--- src/rtl/lsu_pkg.sv ---
// Shared definitions for the load/store unit: op-class codes, FSM state encodings
// and the memory-op classifier used by both the RTL and its bench.
package lsu_pkg;

   localparam logic [4:0] I_ADD = 5'h00;
   localparam logic [4:0] I_LW  = 5'h08;
   localparam logic [4:0] I_SW  = 5'h09;

   localparam int WAIT_W = 10;

   typedef enum logic [1:0] {
      LSU_IDLE = 2'd0,
      LSU_REQ  = 2'd1,
      LSU_DONE = 2'd2
   } lsu_state_t;

   function automatic logic is_mem_op(input logic [4:0] op);
      return (op == I_LW) || (op == I_SW);
   endfunction

endpackage

--- src/rtl/load_store_unit_agen.sv ---
// Effective-address generator: base + offset modulo 2^32 plus word-alignment check.
// Purely combinational; no backpressure.
module lsu_agen (
   input  logic [31:0] base,
   input  logic [31:0] offset,
   output logic [31:0] ea,
   output logic        misalign
);

   assign ea       = base + offset;
   assign misalign = |ea[1:0];

endmodule

--- src/rtl/load_store_unit.sv ---
// Memory-access stage: one LW/SW request/ack transaction per start, done pulse on finish.
// Misaligned addresses and ack timeouts end the access with an error flag instead of stalling.
module load_store_unit
   import lsu_pkg::*;
#(
   parameter int TIMEOUT = 255
) (
   input  logic        clk,
   input  logic        rst,
   input  logic        start,
   input  logic [4:0]  op_type,
   input  logic [31:0] base,
   input  logic [31:0] offset,
   input  logic [31:0] store_data,
   output logic        mem_req,
   output logic        mem_we,
   output logic [29:0] mem_addr,
   output logic [31:0] mem_wdata,
   input  logic        mem_ack,
   input  logic [31:0] mem_rdata,
   output logic        busy,
   output logic        done,
   output logic [31:0] load_data,
   output logic        misaligned,
   output logic        timeout
);

   localparam logic [WAIT_W-1:0] WAIT_LAST = WAIT_W'(TIMEOUT - 1);
   localparam logic [WAIT_W-1:0] WAIT_MAX  = '1;

   lsu_state_t        state;
   lsu_state_t        state_next;
   logic [31:0]       ea;
   logic              misalign;
   logic [4:0]        op_q;
   logic [29:0]       addr_q;
   logic [31:0]       wdata_q;
   logic [WAIT_W-1:0] wait_cnt;
   logic              unused_ea_lsb;

   lsu_agen u_agen (
      .base     (base),
      .offset   (offset),
      .ea       (ea),
      .misalign (misalign)
   );

   assign unused_ea_lsb = ^ea[1:0];

   always_ff @(posedge clk) begin
      if (rst) begin
         state <= LSU_IDLE;
      end else begin
         state <= state_next;
      end
   end

   // Ack is tested before the counter so an ack on the final wait cycle still succeeds.
   always_comb begin
      state_next = state;
      case (state)
         LSU_IDLE: begin
            if (start) begin
               if (!is_mem_op(op_type) || misalign) begin
                  state_next = LSU_DONE;
               end else begin
                  state_next = LSU_REQ;
               end
            end
         end
         LSU_REQ: begin
            if (mem_ack || (wait_cnt == WAIT_LAST)) begin
               state_next = LSU_DONE;
            end
         end
         LSU_DONE: state_next = LSU_IDLE;
         default:  state_next = LSU_IDLE;
      endcase
   end

   always_ff @(posedge clk) begin
      if (rst) begin
         op_q       <= '0;
         addr_q     <= '0;
         wdata_q    <= '0;
         wait_cnt   <= '0;
         load_data  <= '0;
         misaligned <= 1'b0;
         timeout    <= 1'b0;
      end else begin
         case (state)
            LSU_IDLE: begin
               if (start) begin
                  op_q       <= op_type;
                  addr_q     <= ea[31:2];
                  wdata_q    <= store_data;
                  wait_cnt   <= '0;
                  misaligned <= is_mem_op(op_type) && misalign;
                  timeout    <= 1'b0;
               end
            end
            LSU_REQ: begin
               if (mem_ack) begin
                  if (op_q == I_LW) begin
                     load_data <= mem_rdata;
                  end
               end else begin
                  if (wait_cnt == WAIT_LAST) begin
                     timeout <= 1'b1;
                  end
                  if (wait_cnt != WAIT_MAX) begin
                     wait_cnt <= wait_cnt + 1'b1;
                  end
               end
            end
            default: ;
         endcase
      end
   end

   assign mem_req   = (state == LSU_REQ);
   assign mem_we    = mem_req && (op_q == I_SW);
   assign mem_addr  = addr_q;
   assign mem_wdata = wdata_q;
   assign busy      = (state != LSU_IDLE);
   assign done      = (state == LSU_DONE);

endmodule
--- config.mk ---
export PLATFORM = sky130hd
export DESIGN_NAME = load_store_unit
export DESIGN_NICKNAME = d
export VERILOG_FILES = /design/src/rtl/lsu_pkg.sv /design/src/rtl/load_store_unit_agen.sv /design/src/rtl/load_store_unit.sv
export SDC_FILE = /design/constraint.sdc
export NUM_CORES = 1
export LEC_CHECK = 0
export BUFFER_PORTS_ARGS = -buffer_cell sky130_fd_sc_hd__buf_2
export CAP_MARGIN = 25
export CORE_MARGIN = 2
export CORE_UTILIZATION = 48
export DETAILED_ROUTE_END_ITERATION = 12
export HOLD_SLACK_MARGIN = 0.06
export PLACE_DENSITY = 0.86
export SETUP_SLACK_MARGIN = 0.4
export SLEW_MARGIN = 20
export SYNTH_ARGS = -nofsm -noshare
export SYNTH_HDL_FRONTEND = slang
export SYNTH_HIERARCHICAL = 1
export SYNTH_SLANG_ARGS = --single-unit
export TNS_END_PERCENT = 100
--- constraint.sdc ---
create_clock -name clk -period 2.8 [get_ports clk]
set_input_delay 0.56 -clock clk [delete_from_list [all_inputs] [get_ports clk]]
set_output_delay 0.56 -clock clk [all_outputs]
set_load 0.1 [all_outputs]
==> run metrics <==
status=finished, final reports clean; syn_area_per_cell=8.14 µm²; WL/cell=14.4 µm; Buf+Inv Stages, Crit Path=2; Max H-tree Level=4; M1 GR Usage=0.281; flops & latches, synth=113; Port Buf Inserts=236; Leakage Power=between 4 and 5 nW; Slew @ Worst Pin=784 ps; Syn. warnings=6; Die X=approximately 120 µm; sequential area share after synthesis=0.381; All-Layer GR Usage=0.241; crit path DAT=2620 ps; post-route design area=8130 µm²; FF-to-FF setup slack=~960 ps; Pre-antenna DRT Iters=5; EDFF count, synth=0; crit end category=register; RSZ-0062 raised after global routing=yes; Clock Latency Late Sink=400 ps; combinational power share=0.273; post-synthesis compound-gate area fraction=0.207; Sequential Power Share=0.318; Netlist cell types=68; Switch Pwr=1.83 mW; Root Buffer Master=clkbuf_16; Worst EP required=3080 ps; Avg Vias per Cell=~5.4; Slew HR=0.470; initial antenna violation count=0; Main synth FF type=dfxtp_1; Final Hold Fails=0; largest family of logic cells by synthesized area=compound AO/OA/AOI/OAI gates; pwr dens=670 nW/µm²; CP Max Fanout=6; cell row count=40; reported max-cap violation count=0; Worst Setup Path Type=primary input to register; Worst-path clk slew=50 ps; met2 global-route usage=0.432; final net count=between 1000 and 1500; met3 Use GR=0.0575; Die Y=115 µm; number of global-route vias before repair=5499; number of cells on the critical path=11; busiest grt layer=met2; CP cell instances=buf_2 -> ha_1 -> inv_2 -> o21bai_1 -> a21oi_1 -> nor2_1 -> a2111oi_2 -> o21ai_0 -> or3_1 -> nand2_1 -> a21oi_1; overflow left after global routing=0; Hold WC Path Type=primary input to register; Placement Cell Area=7440 µm²; highest-count cells in the layout ignoring fill and taps=buf_2, nand2_1, dfxtp_1; mapped cell area=5940 µm²; Power, Total=5.45 mW; via count=between 6000 and 7000; XOR/XNOR share of the synthesized area=0.0413; Routed Antenna Nets=0; Post-synth ARST share=0; R2R cell count=5; Area Growth Syn to Fin=36.8%; Slew Viols, Final=0; half-perimeter wire length after placement=12.1 mm; Top Family by Delay on Critical Path=compound AO/OA/AOI/OAI gates; mux cell area share after synthesis=0.0573; max incr delay on CP=between 400 and 500 ps; TritonCTS clock tree=done; Sw Share=0.335; DRC viols=0; Final setup violation count=0; TritonCTS Buffers=17; largest net degree at the start of global routing=47; Max Clk Rate=428 MHz; first-pass GRT wire length=25.7 mm; syn nets=~900; Adder-Cell Fraction of Synth Area=0.0728; clock skew=7.95 ps; commonest non-fill, non-tap cell in the layout=buf_2; minimum clock period=2340 ps; Slowest-stage cell, CP=a2111oi_2; maximum VDD drop=0.305 mV; Critical Path Source Type=primary input; Setup TNS Final=0 ps; core box area=around 12000 µm²; final period utilization=0.835; Clock Sinks=113; Synth Instances=730; Worst Hold Path Cells=3; Routed WL=16.4 mm; P_int=3.62 mW; Max Buffers Root-to-Sink=2; most frequent CP cell=a21oi_1; Placer Congestion=between 0.8 and 0.9; I/O Pins=237; Clock Power Share=0.409; share of cells above drive strength 1=0.336; hold-fix buffers at CTS=0; ant diodes=0; Iter 0 DRT Violations=285; DIE AREA=13300 µm²; simple-gate share of the synthesized area=0.201; Initial Util=0.493
-- worst paths after layout --
path,start,end
setup / recovery,offset[25],mem_addr[29]$_SDFFE_PP0P_
hold reg to reg,mem_wdata[30]$_SDFFE_PP0P_,mem_wdata[30]$_SDFFE_PP0P_
hold / removal,mem_rdata[6],load_data[6]$_SDFFE_PP0P_
setup reg to reg,wait_cnt[1]$_SDFFE_PP0P_,wait_cnt[6]$_SDFFE_PP0P_
-- worst reg2reg max path, stage by stage, from the launching register on --
cell and delay [ps]:
dfxtp_1 340, ha_1 220, and3_1 280, a31oi_2 400, or3b_1 390, a21oi_1 140
-- kinds of logic after synthesis --
kind of cell,count (synthesis)
flops,113
simple gates,273
xor+xnor,28
fa+ha+maj,34
compound gates,194
mux,34
buf+inv,54
-- final cells by class --
type                       instances  area, µm²
clock buffer                      21        450
clock inverter                    10        160
sequential                       113       2260
fill                             983       3930
inverter                          10       37.5
tap                              168        210
multi-input combinational        563       3650
timing repair buffer             256       1360
-- sequential cells by signal (all words and copies together) (netlist names) --
register / cells
load_data: 32
mem_wdata: 32
mem_addr: 30
wait_cnt: 10
op_q: 5
state: 2
misaligned: 1
timeout: 1
-- cells in the mapped netlist (2+ instances only) --
cell | number | area (µm²)
a211oi_1 | 5 | 37.5
nand4_1 | 7 | 43.8
o21ai_1 | 8 | 40.0
nand2_1 | 158 | 593
buf_4 | 3 | 22.5
a41o_1 | 2 | 20.0
clkbuf_1 | 25 | 93.8
o21bai_1 | 4 | 30.0
nor4b_1 | 3 | 26.3
o311ai_1 | 2 | 17.5
nor4_1 | 2 | 12.5
dfxtp_1 | 113 | 2260
xnor2_1 | 13 | 114
o221ai_1 | 2 | 17.5
nor3b_1 | 2 | 15.0
a31oi_1 | 5 | 31.3
nor3_1 | 10 | 50.1
or3b_1 | 2 | 17.5
mux2i_1 | 34 | 340
buf_6 | 2 | 22.5
o211ai_1 | 2 | 15.0
a41oi_1 | 2 | 17.5
nor2_1 | 48 | 180
and2_1 | 2 | 12.5
xor2_1 | 15 | 131
inv_1 | 8 | 30.0
buf_2 | 8 | 40.0
nand3_1 | 14 | 70.1
a311oi_1 | 4 | 35.0
ha_1 | 33 | 413
inv_2 | 2 | 7.51
o21a_1 | 3 | 22.5
nand4b_1 | 2 | 17.5
a21o_1 | 20 | 150
a21oi_1 | 107 | 536
o21ai_0 | 10 | 50.1
buf_1 | 6 | 22.5
and3_1 | 7 | 43.8
nand2b_1 | 4 | 25.0
or2_2 | 3 | 18.8
-- per-layer routing --
layer | wire length [µm] | vias to the layer above
met2 | 8310 | 247
met3 | 1090 | 22
li1 | - | 3027
met5 | 0 | -
met4 | 265 | 0
met1 | 6790 | 2816
-- power by group through the flow --
stage | Clock, mW | Sequential (mW) | Combinational (mW)
2_1_floorplan | 0 | 2.30 | 0.570
3_5_place_dp | 0 | 1.76 | 1.45
6_report | 2.23 | 1.73 | 1.49
4_1_cts | 2.27 | 1.73 | 1.46
3_3_place_gp | 0 | 1.76 | 1.44
5_1_grt | 2.35 | 1.74 | 1.58
-- per-stage QoR --
step,cells,worst slack (ps),util,hold slack [ps]
after floorplan,730,303,-,432
after global placement,1110,115,0.617,439
after detailed placement,1110,19.0,0.617,443
after CTS,1141,431,0.668,374
after global routing,1141,283,0.674,377
final,1141,463,0.674,387
-- what timing repair did --
| item | in CTS | in global routing |
|---|---|---|
| pin swaps | 0 | 4 |
| setup buffers | 0 | 0 |
| resized for setup | 1 | 17 |
| setup endpoints to repair | 1 | 12 |
(Power assumes the default switching activity.)
